$ cat src/rtl/bp_be_fe_queue_buffer_pkg.sv
// Shared core-interface types for the FE queue: processor configs and the FE queue packet.
// Width helper keeps module ports tied to the selected configuration.
`timescale 1ns/1ps
package bp_be_fe_queue_buffer_pkg;

  typedef enum logic [1:0] {
    e_bp_default_cfg     = 2'd0,
    e_bp_single_core_cfg = 2'd1
  } bp_params_e;

  typedef enum logic [1:0] {
    e_fe_fetch     = 2'd0,
    e_fe_exception = 2'd1
  } bp_fe_queue_type_e;

  typedef struct packed {
    bp_fe_queue_type_e msg_type;
    logic [38:0]       pc;
    logic [31:0]       instr;
  } bp_be_fe_queue_s;

  function automatic int unsigned bp_fe_queue_width(input bp_params_e cfg);
    int unsigned w;
    case (cfg)
      e_bp_single_core_cfg: w = $bits(bp_be_fe_queue_s);
      default:              w = $bits(bp_be_fe_queue_s);
    endcase
    return w;
  endfunction

endpackage

$ cat src/rtl/bp_be_fe_queue_buffer_mem.sv
// bsg_mem_1r1w: register-file storage, synchronous write, asynchronous read.
// Contents are never reset.
`timescale 1ns/1ps
module bsg_mem_1r1w #(
  parameter int unsigned width_p = 1,
  parameter int unsigned els_p   = 2,
  localparam int unsigned addr_width_lp = $clog2(els_p)
) (
  input  logic                     w_clk_i,
  input  logic                     w_v_i,
  input  logic [addr_width_lp-1:0] w_addr_i,
  input  logic [width_p-1:0]       w_data_i,
  input  logic [addr_width_lp-1:0] r_addr_i,
  output logic [width_p-1:0]       r_data_o
);

  logic [width_p-1:0] mem_r [els_p];

  always_ff @(posedge w_clk_i) begin
    if (w_v_i) begin
      mem_r[w_addr_i] <= w_data_i;
    end
  end

  assign r_data_o = mem_r[r_addr_i];

endmodule

$ cat src/rtl/bp_be_fe_queue_buffer.sv
// FE queue buffer with speculative read, commit and replay pointers.
// Define BP_FE_QUEUE_ROLL_EN for commit/roll support; otherwise each yumi frees its slot.
`timescale 1ns/1ps
module bp_be_fe_queue_buffer
  import bp_be_fe_queue_buffer_pkg::*;
#(
  parameter bp_params_e  bp_params_p = e_bp_default_cfg,
  parameter int unsigned els_p       = 8,
  localparam int unsigned fe_queue_width_lp = bp_fe_queue_width(bp_params_p)
) (
  input  logic                         clk_i,
  input  logic                         reset_n_i,
  input  logic                         clr_i,

  input  logic [fe_queue_width_lp-1:0] fe_queue_i,
  input  logic                         fe_queue_v_i,
  output logic                         fe_queue_ready_o,

  output logic [fe_queue_width_lp-1:0] fe_queue_o,
  output logic                         fe_queue_v_o,
  input  logic                         fe_queue_yumi_i,

  input  logic                         commit_i,
  input  logic                         roll_i,
  output logic                         empty_o
);

  localparam int unsigned addr_width_lp = $clog2(els_p);
  localparam int unsigned ptr_width_lp  = addr_width_lp + 1;
  localparam logic [ptr_width_lp-1:0] ptr_one_lp = ptr_width_lp'(1);

  logic [ptr_width_lp-1:0] wptr_r, wptr_n;
  logic [ptr_width_lp-1:0] rptr_r, rptr_n;
  logic [ptr_width_lp-1:0] cptr;
  logic                    full;
  logic                    enq;
  logic                    yumi;

  // Full when write and free pointers alias the same slot on opposite wraps.
  assign full = (wptr_r[addr_width_lp] != cptr[addr_width_lp])
             && (wptr_r[addr_width_lp-1:0] == cptr[addr_width_lp-1:0]);

  assign fe_queue_ready_o = ~full;
  assign fe_queue_v_o     = (rptr_r != wptr_r);
  assign empty_o          = (cptr == wptr_r);

  assign enq  = reset_n_i & fe_queue_v_i & ~full & ~clr_i;
  assign yumi = fe_queue_yumi_i & fe_queue_v_o;

  always_comb begin
    wptr_n = wptr_r;
    if (enq) begin
      wptr_n = wptr_r + ptr_one_lp;
    end
  end

`ifdef BP_FE_QUEUE_ROLL_EN
  logic [ptr_width_lp-1:0] cptr_r, cptr_n;
  logic                    commit;

  assign commit = commit_i & (cptr_r != rptr_r);

  // Roll lands on the post-commit cptr so a same-cycle commit is not replayed.
  always_comb begin
    cptr_n = cptr_r;
    if (commit) begin
      cptr_n = cptr_r + ptr_one_lp;
    end
    rptr_n = rptr_r;
    if (roll_i) begin
      rptr_n = cptr_n;
    end else if (yumi) begin
      rptr_n = rptr_r + ptr_one_lp;
    end
  end

  always_ff @(posedge clk_i) begin
    if (!reset_n_i || clr_i) begin
      cptr_r <= '0;
    end else begin
      cptr_r <= cptr_n;
    end
  end

  assign cptr = cptr_r;
`else
  logic unused_ctrl;
  assign unused_ctrl = commit_i | roll_i;

  always_comb begin
    rptr_n = rptr_r;
    if (yumi) begin
      rptr_n = rptr_r + ptr_one_lp;
    end
  end

  assign cptr = rptr_r;
`endif

  always_ff @(posedge clk_i) begin
    if (!reset_n_i || clr_i) begin
      wptr_r <= '0;
      rptr_r <= '0;
    end else begin
      wptr_r <= wptr_n;
      rptr_r <= rptr_n;
    end
  end

  bsg_mem_1r1w #(
    .width_p (fe_queue_width_lp),
    .els_p   (els_p)
  ) fe_queue_mem (
    .w_clk_i  (clk_i),
    .w_v_i    (enq),
    .w_addr_i (wptr_r[addr_width_lp-1:0]),
    .w_data_i (fe_queue_i),
    .r_addr_i (rptr_r[addr_width_lp-1:0]),
    .r_data_o (fe_queue_o)
  );

`ifndef SYNTHESIS
  always_ff @(posedge clk_i) begin
    if (reset_n_i && !clr_i) begin
      assert (!(fe_queue_yumi_i && !fe_queue_v_o))
        else $error("fe_queue_yumi_i asserted while fe_queue_v_o is low");
      assert (!(enq && full))
        else $error("enqueue while full");
`ifdef BP_FE_QUEUE_ROLL_EN
      assert (!(commit_i && (cptr_r == rptr_r)))
        else $error("commit_i asserted with no read-but-uncommitted entry");
`endif
    end
  end
`endif

endmodule

$ cat config.mk
export PLATFORM = sky130hd
export DESIGN_NAME = bp_be_fe_queue_buffer
export DESIGN_NICKNAME = d
export VERILOG_FILES = /design/src/rtl/bp_be_fe_queue_buffer_pkg.sv /design/src/rtl/bp_be_fe_queue_buffer_mem.sv /design/src/rtl/bp_be_fe_queue_buffer.sv
export SDC_FILE = /design/constraint.sdc
export NUM_CORES = 1
export LEC_CHECK = 0
export CAP_MARGIN = 10
export CORE_MARGIN = 2
export CORE_UTILIZATION = 59
export CTS_CLUSTER_DIAMETER = 200
export DETAILED_ROUTE_END_ITERATION = 6
export HOLD_SLACK_MARGIN = 0.1
export PLACE_DENSITY = 0.8
export SETUP_SLACK_MARGIN = 0.05
export SYNTH_ARGS = -nofsm -noshare
export SYNTH_HDL_FRONTEND = slang
export SYNTH_SLANG_ARGS = --single-unit
$ cat constraint.sdc
create_clock -name clk_i -period 9.8 [get_ports clk_i]
set_clock_uncertainty 0.2 [all_clocks]
set_input_delay 1.96 -clock clk_i [delete_from_list [all_inputs] [get_ports clk_i]]
set_output_delay 1.96 -clock clk_i [all_outputs]
set_load 0.01 [all_outputs]
# Word level (Yosys, flattened, before mapping)
# Memory sizes are Yosys's and may differ from the RTL's. A register that Yosys moved wholly into a read port is not among the register bits.
# Index checks and enable logic that the tools add are counted.
[classes] addsub=2 n_mul=0 div_mod_pow=0 magnitude_cmp=0 eq_ne=4 n_shift=0 n_mux=4 bitwise=6 reduce_logical=3
[op_table] op="4-bit by 1-bit adder with 4-bit output, second input constant" n=2
[op_table] op="3-bit 2-to-1 mux" n=2
[op_table] op="1-bit AND" n=4
[op_table] op="4-bit equality test" n=1
[op_table] op="4-bit inequality test" n=1
[op_table] op="3-bit equality test" n=1
[op_table] op="1-bit 2-to-1 mux" n=2
[op_table] op="1-bit inverter" n=2
[op_table] op="1-bit logical AND" n=1
[op_table] op="1-bit zero test" n=1
[op_table] op="1-bit logical OR" n=1
[op_table] op="1-bit inequality test" n=1
[word_totals] regBits=8 latchBits=0 ramBits=584 mem_bits_ro=0 memories=1
[memory_table] memory="fe_queue_mem.mem_r" depth=8 word_bits=73 read_ports=1 rd_ports_with_merged_regs=1 write_ports=1 line_no="bp_be_fe_queue_buffer_mem.sv:17" rtl="logic [width_p-1:0] mem_r [els_p];"

# Logic depth before layout (Yosys ltp)
# Gate-level depths: netlist (run 1).
[depth] ltp_word=7 mapped_depth=4

# Cells and area by module
# Synthesis (run 1) repeated with hierarchy kept, for this count alone.
[hier_totals] hier_cells=920 hier_area_um2=23152.2
[modules_own_cells] module="bsg_mem_1r1w" n_inst=1 cells_per_inst=856 area_each_um2=22540.4 seq_area_each_um2=17536.8
[modules_own_cells] module="bp_be_fe_queue_buffer" n_inst=1 cells_per_inst=64 area_each_um2=611.8 seq_area_each_um2=160.2

# Worst setup path after synthesis (run 1)
# Ideal clock, no wire load.
[synth_path] path_type="input-to-reg" startpoint="in clr_i" endpoint="mem fe_queue_mem.mem_r[3][0] in the netlist's numbering, enable pin" setup_time_ns=0.609 arrival_time_ns=7.938 slack_ns=1.053 cell_stages=3 path_buffers=0 cell_sequence="nand3b_1 > or3b_2 > nor3b_1"
[synth_between] elab_chain_len=4
[synth_lines] item="start, declared" line_no="bp_be_fe_queue_buffer.sv:13" rtl="input logic clr_i,"
[synth_lines] item="1-bit inverter" line_no="bp_be_fe_queue_buffer.sv:47" rtl="assign enq = reset_n_i & fe_queue_v_i & ~full & ~clr_i;"
[synth_lines] item="1-bit AND" line_no="bp_be_fe_queue_buffer.sv:47"
[synth_lines] item="1-bit 2-to-1 mux" line_no="bp_be_fe_queue_buffer_mem.sv:20" rtl="if (w_v_i) begin"
[synth_lines] item="1-bit 2-to-1 mux (not written as such)" line_no="bp_be_fe_queue_buffer_mem.sv:21" rtl="mem_r[w_addr_i] <= w_data_i;"
[synth_lines] item="end, declared" line_no="bp_be_fe_queue_buffer_mem.sv:17"
# Every way passes these cells.

==> results of run 1 <==
## layout make-up
cell class / instances / area, µm² / area share
Clock buffer: 72 / 1480 / 0.0551
Clock inverter: 30 / 254 / 0.00943
Inverter: 2 / 7.51 / 0.000279
Multi-Input combinational cell: 287 / 5080 / 0.189
Sequential cell: 595 / 17800 / 0.660
Tap cell: 518 / 648 / 0.0241
Timing Repair Buffer: 173 / 1680 / 0.0625
## routing by layer
layer,GRT usage,up-vias,part of all wire,wire [µm]
met5,0,-,0.00065,27
met1,0.282,5345,0.42,17300
met4,0.0480,4,0.016,672
li1,-,4474,-,-
met3,0.0498,57,0.058,2420
met2,0.350,253,0.51,21200
## metrics by stage
stage	hold WS [ns]	utilization	worst slack, ns	instance area, µm²	cells
2_1_floorplan	0.307	-	1.05	23200	928
3_3_place_gp	0.342	0.650	4.20	25200	1575
3_5_place_dp	0.354	0.650	4.21	25200	1575
4_1_cts	0.370	0.695	3.57	26900	1677
5_1_grt	0.391	0.695	3.46	26900	1677
6_report	0.366	0.695	3.68	26900	1677
## cell families after synthesis
| group | after synthesis | synth area share |
|---|---|---|
| flip-flops | 595 | 0.764 |
| adder cells (fa/ha/maj) | 2 | 0.00108 |
| AO/OA/AOI/OAI | 6 | 0.00258 |
| AND/OR/NAND/NOR | 43 | 0.0118 |
| XOR/XNOR | 8 | 0.00302 |
| buffers and inverters | 46 | 0.0189 |
| multiplexers | 228 | 0.198 |
## worst max-delay path, stage by stage, from the launching register on
cell and delay (ns):
dfxtp_4 1.06, buf_4 0.83, mux4_1 0.65, mux2_2 0.29
clkdlybuf4s50_1 0.51
## power by group through the flow
| stage | registers (W) | clock network, W | logic (W) |
|---|---|---|---|
| finish | 0.00281 | 0.00204 | 0.000149 |
| global route | 0.00281 | 0.00218 | 0.000160 |
| CTS | 0.00281 | 0.00208 | 0.000150 |
| detailed placement | 0.00287 | 0 | 0.000149 |
| global placement | 0.00287 | 0 | 0.000143 |
| floorplan | 0.00287 | 0 | 0.0000602 |
## cells in the final DEF, fill, tap and decap left out, drive strengths merged
master and instances:
dfxtp 11, mux2i 9, nor4bb 1, or3b 4, o41a 2, mux4 146, nand3 2, ha 2
a41oi 2, nor4 1, nand2b 4, a311o 2, nand3b 1, clkdlybuf4s50 153, inv 2, bufinv 5
xnor2 4, nand2 10, nor4b 1, buf 20, nor2b 1, nor3b 4, xor2 4, and3b 2
edfxtp 584, and4b 1, mux2 73, or3 1, nor3 4, clkinv 25, clkbuf 72, nand4 6
## registers in the layout, indices dropped and copies added (netlist names), named ones only
signal / flops
cptr: 4
fe_queue_mem.mem_r: 584
wptr_r: 4
## worst max-delay path by stage
stage	startpoint	end	slack [ns]	cells after the start
finish	flip-flop	fe_queue_o[62]	3.68	4
global route	flip-flop	fe_queue_o[48]	3.46	4
CTS	flip-flop	fe_queue_o[62]	3.57	4
detailed placement	flip-flop	fe_queue_o[49]	4.21	4
global placement	flip-flop	fe_queue_o[49]	4.20	4
floorplan	clr_i	fe_queue_mem.mem_r[3][0]	1.05	3
==> qor.txt, run 1 <==
# diodes -> 0
Total grt overflow -> 0
Vias per Instance -> 6.04
Ys Warns -> 0
Reg2reg end -> fe_queue_mem.mem_r[4][66]
Slew HR -> 0.187
DRC -> 0
WP data arrival -> 3.96 ns
Filler cells -> 2,287
P_int -> 0.00408 W
CTS Buf Count -> 56
Outcome -> completed
Pwr/cell area -> 186 mW/mm²
Clock transition at the registers of the reported paths -> 0.06 ns
Syn_nets -> 1,010
Area growth from synthesis to layout -> 15.9%
GRT Resource Usage Total -> 0.208
Initial Utilization -> 0.600
Hold buffer count at CTS -> 0
CTS max path bufs -> 3
FMAX -> 0.163 GHz
Depth of the CTS H-tree -> 2
HPWL Detailed -> 21.8 mm
Leakage -> 8.47 nW
Slew @ Worst Pin -> 1.21 ns
CTS resizes -> 0
Number of synthesized flops with an enable pin -> 584
Post-synthesis cell type count -> 32
Global-route wire length before repair -> 63.6 mm
Worst min path class -> flip-flop to flip-flop
Synth top area share -> 0.755
Max Cap Violations -> 0
Worst reg2reg path startpoint -> wptr_r[1]
Max VDD drop -> 0.000186 V
Iteration count of the initial detailed-routing pass -> 5
Post-Syn Instances -> 928
Fin Setup TNS -> 0 ns
Worst Path Class, Setup -> flip-flop to output port
Reg2reg setup slack -> 6.47 ns
FP Rows -> 72
Fraction of registers with async set/reset -> 0
Min-delay src -> cptr[2]
Final period utilization -> 0.625
Share of cells above drive strength 1 -> 0.186
Register bit total from synthesis -> 595
Total Nets Final -> 1,197
Combinational share of power -> 0.030
Final Slew Violations -> 0
WP data required -> 7.64 ns
Initial drt markers -> 637
Commonest cells in the netlist -> edfxtp_1 (584), mux4_1 (109), mux2_2 (73), mux4_2 (37), buf_6 (17)
Die X -> 202 µm
Mean post-synth cell area -> 25.0 µm²
Crit. End Element -> output port
Total design power -> 0.00500 W
Largest area contributor in the netlist -> edfxtp_1
GP Congestion -> 0.721
Most frequent cell after synthesis -> edfxtp_1
Critical-path maximum fanout -> 60
Detailed-route via count -> 10,133
Detailed Route WL -> 41.7 mm
Initial antenna violation count -> 2
Clock Tree Root -> clkbuf_16
Post-DRT Antenna Nets -> 0
Top cells by area, synth -> edfxtp_1 (75%), mux4_1 (12%), mux4_2 (3.6%)
Die Area -> 0.0410 mm²
Post-Syn Area -> 0.0232 mm²
Sw Ratio -> 0.185
Crit start category -> flip-flop
Core box area -> 0.0387 mm²
Clk pwr share -> 0.408
Setup Buffers After CTS -> 0
RSZ-0062 raised after global routing -> no
Clk Latency, worst-skew pair -> 0.58 ns
R2r worst-path depth -> 5
Sequential share of power -> 0.562
Port buffer count -> 153
Sequential-to-total area share from yosys stat -> 0.764
Minimum clock period -> 6.12 ns
Fin. Hold Viols -> 0
Vias in the first global route -> 10,578
Pin count of the biggest net entering global routing -> 82
WHS Path Cells -> 2
CTS Sinks -> 595
Ports -> 156
Chip height -> 202 µm
Synth Flop Type -> edfxtp_1
Endpoints failing setup -> 0
CTS tree -> built
Drt wl/cell -> 24.9 µm
P_sw -> 0.000926 W
Power figures use the tool's default switching activity.
==> run 2, diff against run 1 <==
clock period = 6.1 ns   (was 9.8 ns; I/O delays follow)
==> run 2 against run 1 <==
Compared with the run above: power grew 61%; count of clock-buffer cells in the layout shrank 2; cell count grew 0.48%; first-iteration DRC count grew 9.1%; critical path depth is the same.
==> qor.txt, run 2 (same netlist as run 1, synthesis figures left out) <==
Share of cells above drive strength 1 -> 0.199 (was 0.186)
Depth of the CTS H-tree -> 2 (unchanged)
Max Cap Violations -> 0 (unchanged)
Fin. Hold Viols -> 0 (unchanged)
Initial drt markers -> 695 (was 637)
Endpoints failing setup -> 0 (unchanged)
Final period utilization -> 0.780
WP data arrival -> 3.34 ns (was 3.96 ns)
Global-route wire length before repair -> 65.4 mm (was 63.6 mm)
Finished Cell Area -> 0.0271 mm² (was 0.0269 mm²)
Initial antenna violation count -> 3 (was 2)
Ports -> 156 (unchanged)
Vias in the first global route -> 10,817 (was 10,578)
Core box area -> 0.0387 mm² (unchanged)
Pin count of the biggest net entering global routing -> 147 (was 82)
Clock Tree Root -> clkbuf_16 (unchanged)
Most flops, register -> fe_queue_mem.mem_r (unchanged)
Fin Setup TNS -> 0 ns (unchanged)
Final Slew Violations -> 0 (unchanged)
FMAX -> 0.210 GHz
Drt wl/cell -> 25.6 µm (was 24.9 µm)
Max reg flops -> 584 (unchanged)
HPWL Detailed -> 21.7 mm (was 21.8 mm)
Pwr/cell area -> 297 mW/mm² (was 186 mW/mm²)
Detailed-route via count -> 10,351 (was 10,133)
Total Nets Final -> 1,201 (was 1,197)
RSZ-0062 raised after global routing -> no (unchanged)
DRC -> 0 (unchanged)
Clk Latency, worst-skew pair -> 0.58 ns (about the same)
# placed instances -> 1,578 (was 1,575)
Worst min path class -> flip-flop to flip-flop (unchanged)
GRT Resource Usage Total -> 0.216 (was 0.208)
Crit start category -> flip-flop (unchanged)
Die X -> 202 µm (unchanged)
Most common cell after layout, fill and taps aside -> edfxtp_1 (unchanged)
Hold buffer count at CTS -> 0 (unchanged)
FP Rows -> 72 (unchanged)
Area growth from synthesis to layout -> 16.6% (was 15.9%)
Detailed Route WL -> 43.2 mm (was 41.7 mm)
Minimum clock period -> 4.76 ns
Initial Utilization -> 0.600 (unchanged)
Port buffer count -> 153 (unchanged)
Crit. End Element -> output port (unchanged)
# diodes -> 0 (unchanged)
Vias per Instance -> 6.14 (was 6.04)
Total grt overflow -> 0 (unchanged)
GP Congestion -> 0.747 (was 0.721)
CTS resizes -> 0 (unchanged)
Chip height -> 202 µm (unchanged)
Critical-path maximum fanout -> 46 (was 60)
Leakage -> 8.50 nW (was 8.47 nW)
Placed Area -> 0.0253 mm² (was 0.0252 mm²)
Outcome -> completed (unchanged)
Worst Path Class, Setup -> flip-flop to output port (unchanged)
CTS max path bufs -> 3 (unchanged)
Commonest cells after routing, fill and taps aside -> edfxtp_1 (584), clkdlybuf4s50_1 (153), mux4_1 (109) (unchanged)
WP data required -> 4.68 ns (was 7.64 ns)
CTS Buf Count -> 57 (was 56)
Total design power -> 0.00805 W (was 0.00500 W)
Finished Layout Cells -> 1,685 (was 1,677)
CTS tree -> built (unchanged)
Die Area -> 0.0410 mm² (unchanged)
CTS Sinks -> 595 (unchanged)
Setup Buffers After CTS -> 0 (unchanged)
Iteration count of the initial detailed-routing pass -> 5 (unchanged)
Slew @ Worst Pin -> 0.940 ns (was 1.21 ns)
Clock transition at the registers of the reported paths -> 0.06 ns (about the same)
Max VDD drop -> 0.000243 V (was 0.000186 V)
Post-DRT Antenna Nets -> 0 (unchanged)
Slew HR -> 0.372 (was 0.187)
[run 2: changes by cell type in the layout (fill, tap and decap cells not counted), moves of 4 or more]
cell	before	now
nor3_4	0	4
clkinv_1	17	13
nor3b_2	4	0
clkbuf_1	15	11
nor3_2	4	0
clkinv_2	8	17
nor3b_4	0	4
buf_12	0	6
[run 2: path summary, 6_finish.rpt]
path | start | cells after the start | to | slack, ns
max | flip-flop | 4 | fe_queue_o[16] | 1.34
min | cptr[2] | 2 | flip-flop | 0.35
max reg2reg | wptr_r[1] | 5 | fe_queue_mem.mem_r[7][15] | 3.13
min reg2reg | cptr[2] | 2 | flip-flop | 0.35
[run 2: metrics by stage]
stage	utilization	worst slack, ns	hold WS (ns)
floorplan	-	0.677	0.307
global placement	0.654	1.91	0.329
detailed placement	0.654	1.85	0.342
CTS	0.699	1.29	0.356
global route	0.699	1.20	0.382
finish	0.699	1.34	0.351
[run 2: area by class of cell]
cell class / instances / area, µm²
fill: 2276 / 11600
multi-input combinational: 287 / 5140
inverter: 2 / 7.51
sequential: 595 / 17800
timing repair buffer: 176 / 1780
clock inverter: 37 / 235
clock buffer: 70 / 1520
tap: 518 / 648
[run 2: report_power, final]
part	switching [W]	internal (W)	total (W)
sequential	0.00000979	0.00451	0.00452
clock	0.00144	0.00185	0.00329
combinational	0.000115	0.000130	0.000245
total	0.00157	0.00649	0.00805
[run 2: worst max-delay path, cell delays in order (launching register included)]
cell and delay (ns):
dfxtp_4 0.90, buf_4 0.39, mux4_1 0.59, mux2_2 0.29
clkdlybuf4s50_1 0.53
[run 2: layer usage]
metal	routed length, µm	vias up	GRT usage
li1	-	4488	-
met1	17200	5463	0.291
met2	22200	327	0.361
met3	3020	67	0.0489
met4	793	6	0.0620
met5	44	-	0
